`config.mk`:
```
export PLATFORM = sky130hd
export DESIGN_NAME = hit_event_gen
export DESIGN_NICKNAME = d
export VERILOG_FILES = /design/src/rtl/hit_event_gen.sv
export SDC_FILE = /design/constraint.sdc
export NUM_CORES = 1
export LEC_CHECK = 0
export CAP_MARGIN = 20
export CORE_ASPECT_RATIO = 1.1
export CORE_MARGIN = 1.5
export CORE_UTILIZATION = 45
export CTS_CLUSTER_DIAMETER = 80
export CTS_CLUSTER_SIZE = 24
export DETAILED_ROUTE_END_ITERATION = 8
export MAX_ROUTING_LAYER = met4
export PLACE_DENSITY = 0.7
export SLEW_MARGIN = 40
export SYNTH_ARGS = -nofsm -noshare
export SYNTH_HDL_FRONTEND = slang
export SYNTH_SLANG_ARGS = --single-unit
```
`constraint.sdc`:
```
create_clock -name clk -period 4.7 [get_ports clk]
set_input_delay 1.41 -clock clk [delete_from_list [all_inputs] [get_ports clk]]
set_output_delay 1.41 -clock clk [all_outputs]
set_load 0.05 [all_outputs]
```
`src/rtl/hit_event_gen.sv`:
```
// hit_event_gen: turns collision-logic hit levels into per-enemy kill scores and a paced
// active-low player-hit pulse train. Optional input debounce is enabled by HIT_DEBOUNCE_EN.
module hit_event_gen #(
    parameter int PULSE_LOW  = 4,
    parameter int PULSE_GAP  = 4,
    parameter int SCORE_MAX  = 31,
    parameter int DEB_CYCLES = 3
) (
    input  logic       clk,
    input  logic       rst_n,
    input  logic       game_en,
    input  logic [3:0] enytank_hit,
    input  logic       mytank_hit,
    output logic [4:0] scorea,
    output logic [4:0] scoreb,
    output logic [4:0] scorec,
    output logic [4:0] scored,
    output logic       mytank_state,
    output logic [6:0] total_score,
    output logic       bonus_pulse,
    output logic [2:0] hit_pending,
    output logic       sat_flag
);

    localparam int MAX_A = (PULSE_LOW > PULSE_GAP) ? PULSE_LOW : PULSE_GAP;
    localparam int MAX_B = (MAX_A > DEB_CYCLES) ? MAX_A : DEB_CYCLES;
    localparam int CW    = (MAX_B < 2) ? 1 : $clog2(MAX_B + 1);

    typedef enum logic [1:0] {
        ST_IDLE = 2'd0,
        ST_LOW  = 2'd1,
        ST_GAP  = 2'd2
    } state_t;

    logic [4:0]    raw_s;
    logic [4:0]    ev_s;
    logic [4:0]    score_r [4];
    logic [4:0]    score_next_s [4];
    logic          score_clamp_s;
    logic [6:0]    total_r;
    logic [6:0]    sum_s;
    logic          bonus_r;
    logic          bonus_s;
    logic [2:0]    pend_r;
    logic [2:0]    pend_next_s;
    logic          queue_clamp_s;
    logic          take_s;
    logic          sat_r;
    logic          mytank_r;
    state_t        state_r;
    logic [CW-1:0] cnt_r;

    assign raw_s = {mytank_hit, enytank_hit};

`ifdef HIT_DEBOUNCE_EN
    logic [4:0]    sync1_r;
    logic [4:0]    sync2_r;
    logic [4:0]    deb_ev_r;
    logic [CW-1:0] deb_cnt_r [5];

    // Synchronise each input and emit one event after DEB_CYCLES stable-high cycles.
    always_ff @(posedge clk) begin
        if (!rst_n) begin
            sync1_r  <= 5'd0;
            sync2_r  <= 5'd0;
            deb_ev_r <= 5'd0;
            for (int i = 0; i < 5; i++) begin
                deb_cnt_r[i] <= {CW{1'b0}};
            end
        end else if (!game_en) begin
            // Preload as already-counted so a level held across the clear never fires.
            sync1_r  <= raw_s;
            sync2_r  <= raw_s;
            deb_ev_r <= 5'd0;
            for (int i = 0; i < 5; i++) begin
                deb_cnt_r[i] <= raw_s[i] ? CW'(DEB_CYCLES) : {CW{1'b0}};
            end
        end else begin
            sync1_r <= raw_s;
            sync2_r <= sync1_r;
            for (int i = 0; i < 5; i++) begin
                deb_ev_r[i] <= sync2_r[i] && (deb_cnt_r[i] == CW'(DEB_CYCLES - 1));
                if (!sync2_r[i]) begin
                    deb_cnt_r[i] <= {CW{1'b0}};
                end else if (deb_cnt_r[i] != CW'(DEB_CYCLES)) begin
                    deb_cnt_r[i] <= deb_cnt_r[i] + CW'(1);
                end else begin
                    deb_cnt_r[i] <= deb_cnt_r[i];
                end
            end
        end
    end

    assign ev_s = deb_ev_r;
`else
    logic [4:0] prev_r;

    // Edge history; a clear reloads it with the live inputs to swallow held levels.
    always_ff @(posedge clk) begin
        if (!rst_n) begin
            prev_r <= 5'd0;
        end else begin
            prev_r <= raw_s;
        end
    end

    assign ev_s = raw_s & ~prev_r;
`endif

    // Next score per enemy, saturating at SCORE_MAX.
    always_comb begin
        score_clamp_s = 1'b0;
        for (int i = 0; i < 4; i++) begin
            score_next_s[i] = score_r[i];
            if (ev_s[i]) begin
                if (score_r[i] == 5'(SCORE_MAX)) begin
                    score_clamp_s = 1'b1;
                end else begin
                    score_next_s[i] = score_r[i] + 5'd1;
                end
            end else begin
                score_next_s[i] = score_r[i];
            end
        end
        sum_s   = 7'(score_r[0]) + 7'(score_r[1]) + 7'(score_r[2]) + 7'(score_r[3]);
        bonus_s = (sum_s != total_r) &&
                  ((sum_s == 7'd10) || (sum_s == 7'd20) || (sum_s == 7'd30));
    end

    // A pulse may start from IDLE, or straight out of an expiring GAP.
    always_comb begin
        case (state_r)
            ST_IDLE: take_s = (pend_r != 3'd0) || ev_s[4];
            ST_GAP:  take_s = (cnt_r == {CW{1'b0}}) && ((pend_r != 3'd0) || ev_s[4]);
            ST_LOW:  take_s = 1'b0;
            default: take_s = 1'b0;
        endcase
    end

    // Hit queue: a new edge and a started pulse in the same cycle cancel out.
    always_comb begin
        pend_next_s   = pend_r;
        queue_clamp_s = 1'b0;
        if (ev_s[4] && !take_s) begin
            if (pend_r == 3'd7) begin
                queue_clamp_s = 1'b1;
            end else begin
                pend_next_s = pend_r + 3'd1;
            end
        end else if (!ev_s[4] && take_s) begin
            pend_next_s = pend_r - 3'd1;
        end else begin
            pend_next_s = pend_r;
        end
    end

    // Score, total, bonus and sticky saturation registers.
    always_ff @(posedge clk) begin
        if (!rst_n || !game_en) begin
            for (int i = 0; i < 4; i++) begin
                score_r[i] <= 5'd0;
            end
            total_r <= 7'd0;
            bonus_r <= 1'b0;
            sat_r   <= 1'b0;
            pend_r  <= 3'd0;
        end else begin
            for (int i = 0; i < 4; i++) begin
                score_r[i] <= score_next_s[i];
            end
            total_r <= sum_s;
            bonus_r <= bonus_s;
            sat_r   <= sat_r | score_clamp_s | queue_clamp_s;
            pend_r  <= pend_next_s;
        end
    end

    // Player pulse FSM; a started pulse always runs its full low and gap time.
    always_ff @(posedge clk) begin
        if (!rst_n || !game_en) begin
            state_r  <= ST_IDLE;
            mytank_r <= 1'b1;
            cnt_r    <= {CW{1'b0}};
        end else begin
            case (state_r)
                ST_IDLE: begin
                    if (take_s) begin
                        state_r  <= ST_LOW;
                        mytank_r <= 1'b0;
                        cnt_r    <= CW'(PULSE_LOW - 1);
                    end else begin
                        state_r  <= ST_IDLE;
                        mytank_r <= 1'b1;
                        cnt_r    <= {CW{1'b0}};
                    end
                end
                ST_LOW: begin
                    if (cnt_r == {CW{1'b0}}) begin
                        state_r  <= ST_GAP;
                        mytank_r <= 1'b1;
                        cnt_r    <= CW'(PULSE_GAP - 1);
                    end else begin
                        mytank_r <= 1'b0;
                        cnt_r    <= cnt_r - CW'(1);
                    end
                end
                ST_GAP: begin
                    if (cnt_r != {CW{1'b0}}) begin
                        mytank_r <= 1'b1;
                        cnt_r    <= cnt_r - CW'(1);
                    end else if (take_s) begin
                        state_r  <= ST_LOW;
                        mytank_r <= 1'b0;
                        cnt_r    <= CW'(PULSE_LOW - 1);
                    end else begin
                        state_r  <= ST_IDLE;
                        mytank_r <= 1'b1;
                        cnt_r    <= {CW{1'b0}};
                    end
                end
                default: begin
                    state_r  <= ST_IDLE;
                    mytank_r <= 1'b1;
                    cnt_r    <= {CW{1'b0}};
                end
            endcase
        end
    end

    assign scorea       = score_r[0];
    assign scoreb       = score_r[1];
    assign scorec       = score_r[2];
    assign scored       = score_r[3];
    assign total_score  = total_r;
    assign bonus_pulse  = bonus_r;
    assign hit_pending  = pend_r;
    assign sat_flag     = sat_r;
    assign mytank_state = mytank_r;

endmodule

```
### After elaboration in Yosys (flattened, before gate mapping)

Memory sizes are Yosys's and may differ from the RTL's.
Index checks and enable logic that the tools add are counted.

* add/sub/neg operators: 10
* $mul: 0
* divide/modulo/power cells: 0
* $lt $le $gt $ge: 0
* eq/ne operators: 14
* shift-type cells: 0
* multiplexer cells: 41
* bitwise operators: 8
* reductions and logical operators: 19

Operator list (count)
* $mux 5: 12
* $add 5x1->5 const B: 4
* $eq 5x5->1 const B: 4
* $mux 1: 17
* $mux 3: 5
* $eq 7x5->1 const B: 2
* $pmux 3 s3: 1
* $add 6x5->7: 1
* $add 7x5->7: 1
* $eq 7x4->1 const B: 1
* $ne 7x7->1: 1
* $add 5x5->6: 1
* $mux 2: 3
* $ne 2x2->1 const B: 3
* $or 1x1->1: 6
* $pmux 2 s3: 1
* $reduce_bool 3->1: 2
* $sub 3x1->3 const B: 2
* $and 5x5->5: 1
* $not 5->5: 1
* $logic_and 1x1->1: 4
* $logic_not 1->1: 4
* $logic_or 1x1->1: 4
* $reduce_and 2->1: 2
* other kinds (9): 9

* register bits after elaboration: 23
* bits in latches: 0
* memory bits (writable): 20
* bits in read-only memories: 0
* input port bits: 8
* output and inout port bits: 33
* logic and storage cells: 101
* memories kept: 1

Memory list
* score_r: words 4, bits a word 5, read ports 4, clocked after Yosys merged registers in 0, wr ports 4, line 37 `logic [4:0] score_r [4];`

### Depth between registers and ports, before layout

Gate-level depths: netlist (run 1).
An unclocked memory read counts as a cell.

* depth after elaboration: 12
* mapped depth: 12
* mapped depth without buffers: 12

### Worst setup path after synthesis (run 1)

No wires, ideal clock.

* path kind: reg2reg
* start: memory score_r[1][1]
* end: register bonus_r, in the netlist bonus_pulse
* library setup time: 0.126 ns
* arrival time: 3.437 ns
* data required time: 4.574 ns
* slack: 1.137 ns
* cell stages (with the launch flop): 13
* path buffers: 0
* clock period less this slack: 3.563 ns
* cell sequence: dfxtp_1 > inv_1 > fa_1 > fa_1 > inv_1 > ha_1 > inv_1 > fa_1 > xnor2_1 > nor4_1 > nand2_1 > a211oi_1 > o32ai_2

RTL lines
* start: declaration: line 37
* end signal: assignment: line 172 `bonus_r <= bonus_s;`
* end: declaration: line 42 `logic bonus_r;`

==> impl_results.md, run 1 <==
- Outcome: finished clean
- Ant diodes: 0
- CTS Hold Bufs: 0
- Post-route ant nets: 0
- Worst EP arrival: 3.57 ns
- Clk sinks: 43
- Reg-to-reg setup timing slack: roughly 1.3 ns
- R2R Path End: bonus_pulse
- Cell-internal power: 0.5159 mW
- DRC: 0
- RePlAce Congestion: between 0.7 and 0.8
- Placed insts: 357
- Die width: 72.38 um
- P per Cell Area: 243.4 mW/mm^2
- Relative slew slack: 49.53%
- Initial Util: around 47%
- Power share of the sequential group: 53.6%
- Crit path kind: flop to flop
- Post_cts resized: 0
- Final Hold Fails: 0
- All-Layer GR Usage: a little under a fifth
- Met2 wire length: 2275 um
- Cell leakage power: 1.195 nW
- Setup crit start kind: flop
- Root buffer cell: clkbuf_8
- TritonRoute pass-1 iters: 4
- Post-synthesis cell type count: 39
- WHS: about 0.52 ns
- Vias/cell: 4.964
- Fin. max-slew vios: 0
- Hold Path End: sat_flag
- DR vias: approximately 1,800
- Initial antenna violation count: 0
- H-tree Lvls: 2
- Asr flop ratio synth: 0%
- Synth Instances: 264
- CP max FO: 4
- Worst EP required: around 4.9 ns
- First-pass GRT wire length: 8004 um
- HP Class: flop to flop
- Clk slew on worst S/H paths: ~0.080 ns
- Share of cells above drive strength 1: under 10%
- Nets@finish: around 340
- Setup TNS: 0 ns
- Max-cap violations: 0
- Area growth syn-to-layout: 23.06%
- Syn Std Cell Area: 0.002382 mm^2
- Drt initial violations: 99
- Die Ht: roughly 79 um
- Vias in the first global route: 1,763
- Met1 WL: 2212 um
- Largest net degree at the start of global routing: 30
- Skew-Pair Late Insertion Delay: 0.30 ns
- FP Rows: 27
- Post-synth EDFFs: 0
- Post-route clock period utilization: approximately 72%
- Clk_skew: 0.005367 ns
- Sequential share of the synthesized area: between 30% and 40%
- CP Capture Type: flop
- Critical R2R Launch: score_r[1][1]
- Fill cell count: 493
- Top routing layer used: met4
- Boundary pin count: 41
- Ys Warns: 0
- Non-Filler Instances: 365
- Syn Nets: 299
- Worst r2r path cells: 12
- Worst hold path stage count: 1
- Setup Viol. Count Final: 0
- Clock Path Buffers: 2
- Total CTS buffers: 5
- Flops & latches, synth: 43
- Fmax achieved: 295.2 MHz
- Synth Area per Inst: 9.024 um^2
- Sw power: 0.1976 mW
- Top_reg_cell synth: dfxtp_1
- Post-CTS setup buffers: 0
- Tmin final: 3.388 ns
- Hold Startpoint: sat_flag
- Dpl hpwl: 3662 um
- Combinational power share: between 10% and 20%
- RSZ-0062 raised after global routing: false
- DR WL/cell: approximately 13 um
- Worst-Margin Slew: 0.7555 ns
- WL met3: 193 um
- Post-layout util: 57.85%
- Peak VDD IR: 159.1 uV
- Count of input and output buffers: 40
- TritonCTS clock tree: built
- Net Sw Frac: 27.69%
- Core Area: between 0.005 and 0.006 mm^2
- Clock power share: 32.5%
- WL final: 4744 um
- Die area: 0.005740 mm^2
- GRT overflow: 0
==> synth_stat cells, types with 3 or more instances <==
library cell | instances | area share [%]
nand3b_1 | 4 | 1.3
nand3_1 | 4 | 0.84
and2_1 | 7 | 1.8
inv_1 | 30 | 4.7
a21oi_1 | 16 | 3.4
and3_1 | 6 | 1.6
clkbuf_1 | 4 | 0.63
nor2_1 | 45 | 7.1
xor2_1 | 3 | 1.1
fa_1 | 11 | 9.2
dfxtp_1 | 43 | 36
nor3b_1 | 4 | 1.3
nand4_1 | 6 | 1.6
xnor2_1 | 19 | 7.0
ha_1 | 16 | 8.4
nand2_1 | 15 | 2.4
==> cells in the final DEF (no fill, tap or decap), drive strengths merged <==
cell type / n
and2: 7
nand4bb: 1
a311oi: 1
ha: 16
nand3b: 4
and3: 6
xnor2: 19
nor3: 2
clkdlybuf4s50: 40
inv: 30
a2111oi: 2
dfxtp: 43
nor2b: 1
a31o: 1
nand2: 15
o31a: 1
o32ai: 1
a21oi: 16
nor2: 45
clkbuf: 5
nor4: 2
xor2: 3
or3: 2
buf: 1
nand3: 4
and2b: 2
a21o: 2
o21ai: 2
nand4: 6
clkinv: 3
fa: 11
a31oi: 2
xnor3: 1
mux2i: 1
nor3b: 4
and4: 1
a211oi: 2
nand2b: 2
==> critical path, cell delays in order, from the launching register on <==
cell	delay [ns]
dfxtp_1	0.38
inv_1	0.09
fa_1	0.51
fa_1	0.51
inv_1	0.04
ha_1	0.20
inv_1	0.07
fa_1	0.46
xnor2_1	0.15
nor4_1	0.37
nand2_1	0.10
a211oi_1	0.26
o32ai_2	0.12
==> metal layers <==
| metal | track usage, % | vias to the layer above |
|---|---|---|
| li1 | - | 944 |
| met1 | 22.68 | 829 |
| met2 | 30.65 | 32 |
| met3 | 4.569 | 7 |
| met4 | 5.660 | 0 |
| met5 | - | - |
==> cell families (layout without fill, tap and decap cells) <==
family / Yosys count / after routing / share of synthesized area, %
fa+ha+maj: 27 / 27 / 17.65
buf+inv: 36 / 79 / 5.987
flops: 43 / 43 / 36.13
simple gates: 104 / 104 / 21.85
mux: 1 / 1 / 0.4202
xor+xnor: 23 / 23 / 9.034
compound gates: 30 / 30 / 8.929
==> worst max path at each step <==
stage                  start             end  slack (ns)  depth (start not counted)
2_1_floorplan  score_r[1][1]     bonus_pulse        1.14                         12
3_3_place_gp      mytank_hit  hit_pending[2]        1.30                          7
3_5_place_dp      mytank_hit  hit_pending[2]        1.20                          7
4_1_cts        score_r[1][1]     bonus_pulse        1.32                         12
5_1_grt        score_r[1][1]     bonus_pulse        1.15                         12
6_report       score_r[1][1]     bonus_pulse        1.31                         12
==> per-stage QoR <==
stage	total power, mW	setup WS [ns]	area [um^2]
after detailed placement	0.4893	1.197	2833
after global routing	0.7495	1.153	2932
after global placement	0.4877	1.305	2833
after floorplan	0.4624	1.137	2382
final	0.7135	1.312	2932
after CTS	0.7222	1.325	2917
==> flip-flops by register name (all words and copies together) (netlist names) <==
register      cells
score_r          20
state_r           2
prev_r            5
hit_pending       3
mytank_state      1
total_score       7
sat_flag          1
cnt_r             3
bonus_pulse       1
==> final cells by class <==
type | instances | area, um^2 | share of cell area, %
Timing Repair Buffer | 41 | 407.9 | 13.91
Clock inverter | 3 | 15.01 | 0.5122
Inverter | 30 | 112.6 | 3.841
Clock buffer | 5 | 68.82 | 2.347
Tap cell | 58 | 72.57 | 2.475
Multi-Input combinational cell | 185 | 1394 | 47.55
Sequential cell | 43 | 860.8 | 29.36
==> power by group through the flow <==
stage          Sequential, mW  Clock [mW]  Combinational (mW)
5_1_grt                 0.384       0.256               0.109
2_1_floorplan           0.403           0              0.0598
3_3_place_gp            0.391           0              0.0969
4_1_cts                 0.382       0.241              0.0990
3_5_place_dp            0.391           0              0.0984
6_report                0.382       0.232              0.0993
No activity file was read; power rests on OpenSTA's default activity.
==> inputs of run 2 (changes only) <==
--- a/config.mk
+++ b/config.mk
@@ -13,7 +13,7 @@
 export CTS_CLUSTER_SIZE = 24
 export DETAILED_ROUTE_END_ITERATION = 8
 export MAX_ROUTING_LAYER = met4
-export PLACE_DENSITY = 0.7
+export PLACE_DENSITY = 0.72
 export SLEW_MARGIN = 40
 export SYNTH_ARGS = -nofsm -noshare
 export SYNTH_HDL_FRONTEND = slang
==> constraint.sdc (replaced) <==
create_clock -name clk -period 2.8 [get_ports clk]
set_input_delay 0.84 -clock clk [delete_from_list [all_inputs] [get_ports clk]]
set_output_delay 0.84 -clock clk [all_outputs]
set_load 0.05 [all_outputs]
==> run 2 against run 1 <==
Compared with the run above:
- the run now ends with negative setup slack left
- sequential share of layout area decreased by 2.4 points
- clock-buffer cell count increased by 2
- clock power increased by 130%
- setup slack got worse by 1.6 ns
- clock skew decreased by 0.0024 ns
- final cell count increased by 9.9%
- routed wire length increased by 8.4%
- largest power group unchanged
- critical path type unchanged
- maximum frequency increased by 9.2%
- design area increased by 13%
- first-iteration DRC count decreased by 61%
- non-clock buffer count increased by 36
==> impl_results.md, run 2 (synthesis gave the netlist of run 1 again) <==
- Outcome: finished, violations left
- WL final: 5143 um (+8.4%)
- DR vias: 1,983 (+9.4%)
- Clk sinks: 43 (unchanged)
- All-Layer GR Usage: 20.14% (+1.5 points)
- Failing checks: negative setup slack
- TritonRoute pass-1 iters: 4 (unchanged)
- Max-cap violations: 0 (unchanged)
- Worst EP arrival: 3.31 ns (-0.26 ns)
- DR WL/cell: 12.83 um (-1.3%)
- Die area: 0.005740 mm^2 (unchanged)
- CP max FO: 2 (-2)
- Total CTS buffers: 5 (unchanged)
- RSZ-0062 raised after global routing: true
- Clk slew on worst S/H paths: 0.08 ns (about the same)
- Worst EP required: 3.01 ns (-1.88 ns)
- Setup TNS: -0.3840 ns (-0.3840 ns)
- CP Cell Sequence: inv_2 -> fa_1 -> fa_1 -> inv_1 -> ha_2 -> inv_2 -> fa_2 -> xnor3_1 -> or3_1 -> nor3_2 -> nand2_1 -> o32ai_2
- Die width: 72.38 um (unchanged)
- First-pass GRT wire length: 8590 um (+7.3%)
- H-tree Lvls: 2 (unchanged)
- Post-route ant nets: 0 (unchanged)
- Most frequent cells in the layout: 45 x nor2_1, 40 x clkdlybuf4s50_1, 36 x buf_4
- P per Cell Area: 409.0 mW/mm^2 (+68%)
- Setup crit start kind: flop
- Ant diodes: 0 (unchanged)
- Non-Filler Instances: 401 (+9.9%)
- Initial Util: 47.01% (unchanged)
- Core Area: 0.005067 mm^2 (unchanged)
- Fmax achieved: 322.5 MHz (+9.2%)
- Setup Viol. Count Final: 2 (+2)
- Final WS setup: -0.3009 ns (-1.613 ns)
- CTS Hold Bufs: 0 (unchanged)
- Tmin final: 3.101 ns (-0.2868 ns)
- Initial antenna violation count: 0 (unchanged)
- Biggest register: score_r
- CP max stage cell: fa_1
- Largest net degree at the start of global routing: 30 (unchanged)
- Placed insts: 392 (+9.8%)
- Post-route clock period utilization: 110.7% (+39 points)
- Drt initial violations: 39 (-61%)
- RePlAce Congestion: 0.8188 (+3.2%)
- Clock Path Buffers: 2 (unchanged)
- Vias/cell: 4.945 (-0.39%)
- Peak VDD IR: 242.1 uV (+52%)
- Vias in the first global route: 1,951 (+11%)
- Root buffer cell: clkbuf_8
- Max reg flops: 20 (unchanged)
- Clk_skew: 0.002989 ns (-0.002378 ns)
- FP Rows: 27 (unchanged)
- Skew-Pair Late Insertion Delay: 0.30 ns (about the same)
- HP Class: flop to flop
- Boundary pin count: 41 (unchanged)
- TritonCTS clock tree: built
- Die Ht: 79.31 um (unchanged)
- Share of cells above drive strength 1: 20.70% (+15 points)
- Slowest stage delay, CP: 0.55 ns (+0.04 ns)
- Post-layout util: 65.43% (+7.6 points)
- Final Hold Fails: 0 (unchanged)
- Relative slew slack: 64.57% (+15 points)
- Dpl hpwl: 3967 um (+8.3%)
- DRC: 0 (unchanged)
- Fin. max-slew vios: 0 (unchanged)
- Count of input and output buffers: 40 (unchanged)
- Most common cell after layout, fill and taps aside: nor2_1
- CP Capture Type: flop
- Sum of buffers and inverters on the critical path: 3 (unchanged)
- Nets@finish: 377 (+11%)
- Cell leakage power: 1.412 nW (+18%)
- Area growth syn-to-layout: 39.18%
- Worst-Margin Slew: 0.5274 ns (-0.2280 ns)
- Crit path kind: flop to flop
- GRT overflow: 0 (unchanged)
- Delay-heaviest family, CP: adder cells
==> run 2: where the power goes <==
part	switching, mW	internal (mW)
clock	0.220	0.321
sequential	0.0134	0.618
combinational	0.103	0.0810
total	0.336	1.02
==> run 2: what timing repair did <==
item,in CTS,in global routing
setup buffers,1,0
gates resized for setup,3,6
setup endpoints to repair,2,3
pin swaps,1,2
hold endpoints to repair,0,0
==> run 2: cell type report <==
class	count	area [um^2]
tap	58	72.57
inverter	30	112.6
multi-input combinational	185	1426
clock inverter	1	30.03
timing repair buffer	77	681.9
clock buffer	7	97.59
sequential	43	894.6
fill	415	1752
==> run 2: worst reg2reg max path, stage by stage, from the launching register on <==
cell and delay, ns:
dfxtp_4 0.35, inv_2 0.04, fa_1 0.55, fa_1 0.41, inv_1 0.07, ha_2 0.18, inv_2 0.04, fa_2 0.37
xnor3_1 0.18, or3_1 0.32, nor3_2 0.14, nand2_1 0.09, o32ai_2 0.26
==> run 2: path summary, 6_finish.rpt <==
kind,depth (start not counted),slack [ns],end,startpoint
max,12,-0.30,bonus_pulse,score_r[1][1]
max reg2reg,12,-0.30,bonus_pulse,score_r[1][1]
min,1,0.52,sat_flag,sat_flag
min reg2reg,1,0.52,sat_flag,sat_flag
==> run 2: layer usage <==
metal | track usage (%) | part of all wire (%) | up-vias
met2 | 33.43 | 49 | 35
met4 | 9.623 | 2.6 | 0
met5 | - | 0 | -
met3 | 3.934 | 3.4 | 9
li1 | - | - | 1028
met1 | 23.34 | 45 | 911
==> run 2: metrics by stage <==
step / cell area [um^2] / hold WS (ns) / worst slack, ns / total power [mW]
finish: 3316 / 0.5155 / -0.3009 / 1.356
global route: 3316 / 0.5263 / -0.4614 / 1.425
CTS: 3291 / 0.5136 / -0.3100 / 1.377
detailed placement: 3137 / 0.4928 / -0.3122 / 0.8300
global placement: 3137 / 0.4875 / -0.2169 / 0.8266
floorplan: 2424 / 0.4984 / -0.3098 / 0.7703
